<file path="src/rtl/exec_muldiv_pkg.sv">
// exec_muldiv_pkg: shared funct3 codes, FSM encoding and constants for the
// iterative RV32M multiply/divide unit.
package exec_muldiv_pkg;

    localparam logic [2:0] MULDIV_OP_MUL    = 3'b000;
    localparam logic [2:0] MULDIV_OP_MULH   = 3'b001;
    localparam logic [2:0] MULDIV_OP_MULHSU = 3'b010;
    localparam logic [2:0] MULDIV_OP_MULHU  = 3'b011;
    localparam logic [2:0] MULDIV_OP_DIV    = 3'b100;
    localparam logic [2:0] MULDIV_OP_DIVU   = 3'b101;
    localparam logic [2:0] MULDIV_OP_REM    = 3'b110;
    localparam logic [2:0] MULDIV_OP_REMU   = 3'b111;

    localparam int          MD_ITER = 32;
    localparam logic [31:0] MD_DIV0 = 32'hFFFF_FFFF;

    typedef enum logic [2:0] {
        MD_ST_IDLE = 3'd0,
        MD_ST_MUL  = 3'd1,
        MD_ST_DIV  = 3'd2,
        MD_ST_FIX  = 3'd3,
        MD_ST_DONE = 3'd4
    } md_state_t;

    function automatic logic md_op1_signed(input logic [2:0] f3);
        return f3 == MULDIV_OP_MULH || f3 == MULDIV_OP_MULHSU ||
               f3 == MULDIV_OP_DIV  || f3 == MULDIV_OP_REM;
    endfunction

    function automatic logic md_op2_signed(input logic [2:0] f3);
        return f3 == MULDIV_OP_MULH || f3 == MULDIV_OP_DIV || f3 == MULDIV_OP_REM;
    endfunction

endpackage

</file>
<file path="src/rtl/exec_muldiv_div_restore_step.sv">
// div_restore_step: one combinational restoring-division iteration
// (shift in a dividend bit, subtract the divisor if it fits).
module div_restore_step #(
    parameter int XLEN = 32
) (
    input  logic [XLEN-1:0] i_rem,
    input  logic            i_bit,
    input  logic [XLEN-1:0] i_div,
    output logic [XLEN-1:0] o_rem,
    output logic            o_q
);
    logic [XLEN:0]   w_sh;
    logic [XLEN-1:0] w_diff;

    assign w_sh   = {i_rem, i_bit};
    // When the divisor fits, the true difference is below the divisor, so XLEN bits suffice.
    assign w_diff = w_sh[XLEN-1:0] - i_div;
    assign o_q    = w_sh >= {1'b0, i_div};
    assign o_rem  = o_q ? w_diff : w_sh[XLEN-1:0];

endmodule

</file>
<file path="src/rtl/exec_muldiv.sv">
// exec_muldiv: multi-cycle RV32M unit (shift-add multiplier, restoring divider).
// Define MULDIV_FAST_MUL_EN for a single-cycle combinational multiply.
module exec_muldiv
    import exec_muldiv_pkg::*;
#(
    parameter int XLEN = 32
) (
    input  logic            clk,
    input  logic            rst_n,
    input  logic            start,
    input  logic [2:0]      funct3,
    input  logic [XLEN-1:0] op1,
    input  logic [XLEN-1:0] op2,
    input  logic            flush,
    output logic            busy,
    output logic            done,
    output logic [XLEN-1:0] result
);
    md_state_t       r_state, w_next;
    logic [2:0]      r_f3;
    logic [XLEN-1:0] r_a, r_b, r_rem, r_result;
    logic [4:0]      r_cnt;
    logic            r_neg, r_rneg;
    logic            w_accept, w_n1, w_n2, w_is_div, w_div0, w_ovf, w_short, w_q;
    logic [XLEN-1:0] w_m1, w_m2, w_spec_res, w_short_res, w_rem_nx, w_quo, w_remf, w_fix;

    assign w_accept   = (r_state == MD_ST_IDLE || r_state == MD_ST_DONE) && start && !flush;
    assign w_n1       = md_op1_signed(funct3) & op1[XLEN-1];
    assign w_n2       = md_op2_signed(funct3) & op2[XLEN-1];
    assign w_m1       = w_n1 ? -op1 : op1;
    assign w_m2       = w_n2 ? -op2 : op2;
    assign w_is_div   = funct3[2];
    assign w_div0     = w_is_div && op2 == '0;
    assign w_ovf      = w_is_div && !funct3[0] && op1 == {1'b1, {(XLEN-1){1'b0}}} && op2 == '1;
    // Overflow DIV returns the dividend itself (0x80000000).
    assign w_spec_res = w_div0 ? (funct3[1] ? op1 : MD_DIV0) : (funct3[1] ? '0 : op1);
    assign w_quo      = r_neg ? -r_a : r_a;
    assign w_remf     = r_rneg ? -r_rem : r_rem;

    div_restore_step #(.XLEN(XLEN)) u_step (
        .i_rem (r_rem),
        .i_bit (r_a[XLEN-1]),
        .i_div (r_b),
        .o_rem (w_rem_nx),
        .o_q   (w_q)
    );

`ifdef MULDIV_FAST_MUL_EN
    logic [2*XLEN-1:0] w_fprod;
    assign w_fprod     = $signed({{XLEN{w_n1 | (md_op1_signed(funct3) & op1[XLEN-1])}}, op1}) *
                         $signed({{XLEN{w_n2 | (md_op2_signed(funct3) & op2[XLEN-1])}}, op2});
    assign w_short     = w_div0 || w_ovf || !w_is_div;
    assign w_short_res = w_is_div ? w_spec_res
                       : (funct3 == MULDIV_OP_MUL ? w_fprod[XLEN-1:0] : w_fprod[2*XLEN-1:XLEN]);
    assign w_fix       = r_f3[1] ? w_remf : w_quo;
`else
    logic [2*XLEN-1:0] r_acc, w_prod;
    logic [XLEN:0]     w_sum;
    // Low half of the accumulator starts as the multiplier and shifts out one bit per step.
    assign w_sum       = {1'b0, r_acc[2*XLEN-1:XLEN]} + {1'b0, r_acc[0] ? r_a : '0};
    assign w_prod      = r_neg ? -r_acc : r_acc;
    assign w_short     = w_div0 || w_ovf;
    assign w_short_res = w_spec_res;
    assign w_fix       = r_f3[2] ? (r_f3[1] ? w_remf : w_quo)
                       : (r_f3 == MULDIV_OP_MUL ? w_prod[XLEN-1:0] : w_prod[2*XLEN-1:XLEN]);
`endif

    always_ff @(posedge clk or negedge rst_n) begin
        if (!rst_n) r_state <= MD_ST_IDLE;
        else        r_state <= w_next;
    end

    always_comb begin
        w_next = r_state;
        case (r_state)
            MD_ST_IDLE, MD_ST_DONE: w_next = !w_accept ? MD_ST_IDLE : w_short ? MD_ST_DONE
                                           : w_is_div ? MD_ST_DIV : MD_ST_MUL;
            MD_ST_MUL, MD_ST_DIV:   w_next = r_cnt == 5'(MD_ITER-1) ? MD_ST_FIX : r_state;
            MD_ST_FIX:              w_next = MD_ST_DONE;
            default:                w_next = MD_ST_IDLE;
        endcase
        if (flush) w_next = MD_ST_IDLE;
    end

    always_comb begin
        busy   = r_state == MD_ST_MUL || r_state == MD_ST_DIV || r_state == MD_ST_FIX;
        done   = r_state == MD_ST_DONE;
        result = r_result;
    end

    always_ff @(posedge clk or negedge rst_n) begin
        if (!rst_n) begin
            r_f3     <= '0;
            r_a      <= '0;
            r_b      <= '0;
            r_rem    <= '0;
            r_cnt    <= '0;
            r_neg    <= 1'b0;
            r_rneg   <= 1'b0;
            r_result <= '0;
`ifndef MULDIV_FAST_MUL_EN
            r_acc    <= '0;
`endif
        end else if (!flush) begin
            if (w_accept) begin
                r_f3   <= funct3;
                r_a    <= w_m1;
                r_b    <= w_m2;
                r_rem  <= '0;
                r_cnt  <= '0;
                r_neg  <= w_n1 ^ w_n2;
                r_rneg <= w_n1;
`ifndef MULDIV_FAST_MUL_EN
                r_acc  <= {{XLEN{1'b0}}, w_m2};
`endif
                if (w_short) r_result <= w_short_res;
            end else if (r_state == MD_ST_DIV) begin
                r_cnt <= r_cnt + 1'b1;
                r_rem <= w_rem_nx;
                r_a   <= {r_a[XLEN-2:0], w_q};
`ifndef MULDIV_FAST_MUL_EN
            end else if (r_state == MD_ST_MUL) begin
                r_cnt <= r_cnt + 1'b1;
                r_acc <= {w_sum, r_acc[XLEN-1:1]};
`endif
            end else if (r_state == MD_ST_FIX) begin
                r_result <= w_fix;
            end
        end
    end

endmodule

</file>
<file path="config.mk">
export PLATFORM = sky130hd
export DESIGN_NAME = exec_muldiv
export DESIGN_NICKNAME = d
export VERILOG_FILES = /design/src/rtl/exec_muldiv_pkg.sv /design/src/rtl/exec_muldiv_div_restore_step.sv /design/src/rtl/exec_muldiv.sv
export SDC_FILE = /design/constraint.sdc
export NUM_CORES = 1
export LEC_CHECK = 0
export CORE_MARGIN = 3
export CORE_UTILIZATION = 56
export CTS_CLUSTER_SIZE = 16
export DETAILED_ROUTE_END_ITERATION = 12
export PLACE_DENSITY = 0.82
export SLEW_MARGIN = 20
export SYNTH_ARGS = -nofsm -noshare
export SYNTH_HDL_FRONTEND = slang
export SYNTH_HIERARCHICAL = 1
export SYNTH_SLANG_ARGS = --single-unit
</file>
<file path="constraint.sdc">
create_clock -name clk -period 3.6 [get_ports clk]
set_input_delay 0.72 -clock clk [delete_from_list [all_inputs] [get_ports clk]]
set_output_delay 0.72 -clock clk [all_outputs]
set_load 0.01 [all_outputs]
</file>
==> run summary, run 1 <==
The flow ran to the end, and the final reports show no timing, DRC or antenna violations. The final number of max-transition violations was 0. The multiplexer fraction of the synthesized cell area came out at 0.0321. Of the available clock period, the critical path in the final layout requires 0.973. The endpoint of the lowest-slack register-to-register path is r_acc[63].

The global route total overflow is 0. The detailed-route vias per instance came out at 6.69. The root cell of the clock tree is sky130_fd_sc_hd__clkbuf_16. Leaving out fill and tap cells, the most frequent cells in the layout are sky130_fd_sc_hd__nand2_1 (287), sky130_fd_sc_hd__dfrtp_1 (203), sky130_fd_sc_hd__a21oi_1 (195). The clock latency of the later-clocked register in the worst-skew pair is 0.56 ns. The area of the placeable core is 31000 µm².

The initial utilization of the core area, before any placement, comes to 0.574. The compound-gate portion of the synthesized area came out at 0.232. The worst relative slew slack came out at 0.423. By area the synthesized netlist is led by sky130_fd_sc_hd__dfrtp_1 (29%), sky130_fd_sc_hd__xnor2_1 (6.4%), sky130_fd_sc_hd__nand2_1 (6.1%). The maximum fanout count along the critical path came out at 22. The number of cells on the worst reg-to-reg path is 10. The wire length of the first global-routing pass is 105000 µm. In this run the count of I/O pins placed on the die edge is 105. The die covers 34000 µm².

The final instance area came out at 21200 µm². The number of failing hold endpoints at the final stage came out at 0. Timing analysis after detailed placement gives a worst setup slack of -0.121 ns. The data required time at the worst endpoint came out at 4.03 ns.

The placer congestion estimate came out at 1.06. After synthesis the netlist holds a flip-flop and latch count of 205. The initial antenna violation count came out at 5. The setup check on the worst reg-to-reg path leaves a slack of 0.1 ns. The post-synthesis cell area came out at 17800 µm². The synthesized design contains 0 enable-type register cells. Setup violations remaining at the end of the flow were counted as 0.

The buffer depth of the longest clock path came out at 3. The number of vias in the routed layout came out at 18900. The share of synthesized flip-flops with an asynchronous set or reset came out at 1.00.

The basic-gate share of the synthesized area counting and, or, nand and nor cells came out at 0.222. The final critical-path setup slack is 0.0963 ns. During placement, the flow inserted port buffers numbering between 100 and 150. The residual antenna-violating net count after detailed routing came out at 0. The final layout contains routed wiring with a total length of 69400 µm. The portion of synthesized cell area occupied by the leading cell type came out at 0.288.

The dominant cell type by area after synthesis is sky130_fd_sc_hd__dfrtp_1. After detailed placement, the total cell area comes to 20100 µm². For this run, the number of Yosys warnings is 6. After clock tree synthesis, the clock-pin slew on the worst setup and hold paths is 0.06 ns. Leaving out fill and tap cells, the most frequent cell in the layout is sky130_fd_sc_hd__nand2_1. The CTS tree is yes. The longest individual stage delay on the worst path is 0.59 ns.

STA classifies the critical path startpoint as a flop. The height of the die came out at 184 µm. In the final routed layout, each cell accounts on average for approximately 25 µm. Data on the critical path arrives at its endpoint at 3.94 ns. The top achievable clock speed came out at 0.285 GHz. Clock tree synthesis inserted a total of 26 buffers. The pin count of the biggest net entering global routing came out at 106.

The signal on the critical path passes through and2_1 -> ha_1 -> a211o_1 -> a211oi_1 -> nor3_1 -> or4_1 -> o311ai_4 -> o221ai_1 -> a2111oi_2 -> a21oi_1. The post-route minimum period came out at 3.50 ns. The worst supply voltage drop on vdd is 0.358 mV. The net count of the finished layout is 2550.

The xor and xnor area share after synthesis is 0.113. The critical path class is reg2reg. The global-route usage over all layers is 0.398.

The class of the worst hold path is reg2reg. The number of design-rule violations left by the first detailed-router iteration came out at 2655. Of the cells placed in the final design, the portion with a size suffix greater than 1 is 0.114. The largest family of logic cells by synthesized area is compound AO/OA/AOI/OAI gates. On the final layout, the worst clock skew is roughly 0.018 ns. Once the clock tree was built, the setup fixing pass inserted 0 buffers.

Across the run, the number of max-cap violations was 0. The most critical setup path has its startpoint at r_acc[0]. The power density over the cells is between 400 and 500 nW/µm². The transition time of the tightest slew-check pin is between 0.8 and 0.9 ns. The total number of placement rows came out at 64.

The length of the first detailed-routing pass in iterations came out at 8. The growth of design area from synthesis to finish came out at 18.9%. Yosys mapped the design onto between 80 and 90 distinct sky130hd cell types. The via count of the first global-routing pass came out at 17600. The final routed DRC violation total came out at 0. The arithmetic-cell share of the synthesized area counting full adders, half adders and majority gates came out at 0.0652. The most used flip-flop cell after synthesis is sky130_fd_sc_hd__dfrtp_1.

The net count after synthesis is 2402. The share of the Yosys chip area taken by registers is 0.288. The count of clock tree sinks is 205.

On the critical path, the stage with the largest delay is an instance of sky130_fd_sc_hd__or4_1. The critical path capture point is r_acc[63]. The leakage power came out at 9.25 nW. In this run the number of H-tree levels came out at 1. The critical path endpoint category is a flop. The mean cell area of the mapped netlist is 7.88 µm². Detailed placement finished with a half-perimeter wire length of 53100 µm.

The worst reg2reg path startpoint is r_acc[0]. The floorplan step set the die width to 184 µm. Synthesis produced 2257 cells.
==> sequential cells by signal, summed over array words and instances (netlist names), 3 cells and up <==
signal	flops
r_a	32
r_rem	32
r_acc	64
r_b	32
r_state	3
result	32
r_f3	3
r_cnt	5
==> cells by family (layout without fill, tap and decap cells) <==
| kind of cell | count (synthesis) | count (layout) |
|---|---|---|
| AND/OR/NAND/NOR | 808 | 808 |
| adder cells (fa/ha/maj) | 96 | 96 |
| flip-flops | 205 | 205 |
| XOR/XNOR | 229 | 229 |
| buffers and inverters | 217 | 385 |
| other | 0 | 2 |
| AO/OA/AOI/OAI | 652 | 652 |
| multiplexers | 50 | 50 |
==> worst min path at each step <==
stage / from / endpoint / slack, ns / depth (start not counted)
detailed placement: result[17] / result[17] / 0.47 / 2
global placement: result[17] / result[17] / 0.47 / 2
finish: result[17] / result[17] / 0.48 / 2
CTS: result[17] / result[17] / 0.48 / 2
global route: result[17] / result[17] / 0.50 / 2
floorplan: rst_n / r_a[0] / 0.42 / 0
==> per-layer routing <==
| layer | track usage | vias up | wire length, µm | part of all wire |
|---|---|---|---|---|
| met5 | 0 | - | 54 | 0.00078 |
| met4 | 0.110 | 4 | 2570 | 0.037 |
| met1 | 0.562 | 9071 | 27700 | 0.40 |
| met2 | 0.607 | 1178 | 30300 | 0.44 |
| li1 | - | 8427 | - | - |
| met3 | 0.101 | 210 | 8760 | 0.13 |
==> Yosys cell counts (all sizes together) (45+ instances only) <==
cell / number
clkbuf: 111
nor2: 161
inv: 81
nand2: 288
dfrtp: 205
o21ai: 173
xor2: 99
xnor2: 130
nand3: 78
o31ai: 61
ha: 72
nor3: 45
a21oi: 197
==> stage by stage <==
step / utilization / setup TNS [ns] / power [W] / cells / hold WS [ns]
4_1_cts: 0.681 / 0 / 0.0103 / 2820 / 0.485
2_1_floorplan: - / 0 / 0.00544 / 2257 / 0.424
3_3_place_gp: 0.647 / 0 / 0.00713 / 2771 / 0.467
5_1_grt: 0.683 / -0.0569 / 0.0109 / 2821 / 0.502
3_5_place_dp: 0.647 / -1.04 / 0.00722 / 2771 / 0.472
6_report: 0.683 / 0 / 0.0105 / 2823 / 0.482
==> timing repair <==
item	4_1_cts	5_1_grt
pin swaps	0	0
endpoints found under the hold margin	8	0
resized for setup	1	8
hold buffers	1	0
endpoints found under the setup margin	2	23
==> where the power goes <==
group	total, W	switching (W)	internal [W]
Combinational	0.00407	0.00247	0.00159
Sequential	0.00338	0.000669	0.00271
Clock	0.00310	0.00113	0.00197
==> final cells by class <==
type | count | area [µm²]
multi-input combinational | 1835 | 11900
fill | 2584 | 9820
sequential | 205 | 5130
timing repair buffer | 254 | 2310
clock buffer | 34 | 751
tap | 396 | 495
inverter | 83 | 312
clock inverter | 14 | 269
antenna | 2 | 5.00
==> worst max-delay path, delay by kind of cell, from the launching register on <==
| family | cells | cell delay, ns |
|---|---|---|
| AOI/OAI and AO/OA | 6 | 1.65 |
| and+or+nand+nor | 3 | 0.85 |
| DFF | 1 | 0.58 |
| adders and majority gates | 1 | 0.30 |
Note: power is estimated with default switching activity, not from simulation.
==> run 2: changes to the inputs <==
--- a/config.mk
+++ b/config.mk
@@ -5,6 +5,7 @@
 export SDC_FILE = /design/constraint.sdc
 export NUM_CORES = 1
 export LEC_CHECK = 0
+export ABC_CLOCK_PERIOD_IN_PS = 3600
 export CORE_MARGIN = 3
 export CORE_UTILIZATION = 56
 export CTS_CLUSTER_SIZE = 16
==> results of run 2 <==
No change in the layout: final DEF, timing and power equal those of run 1.
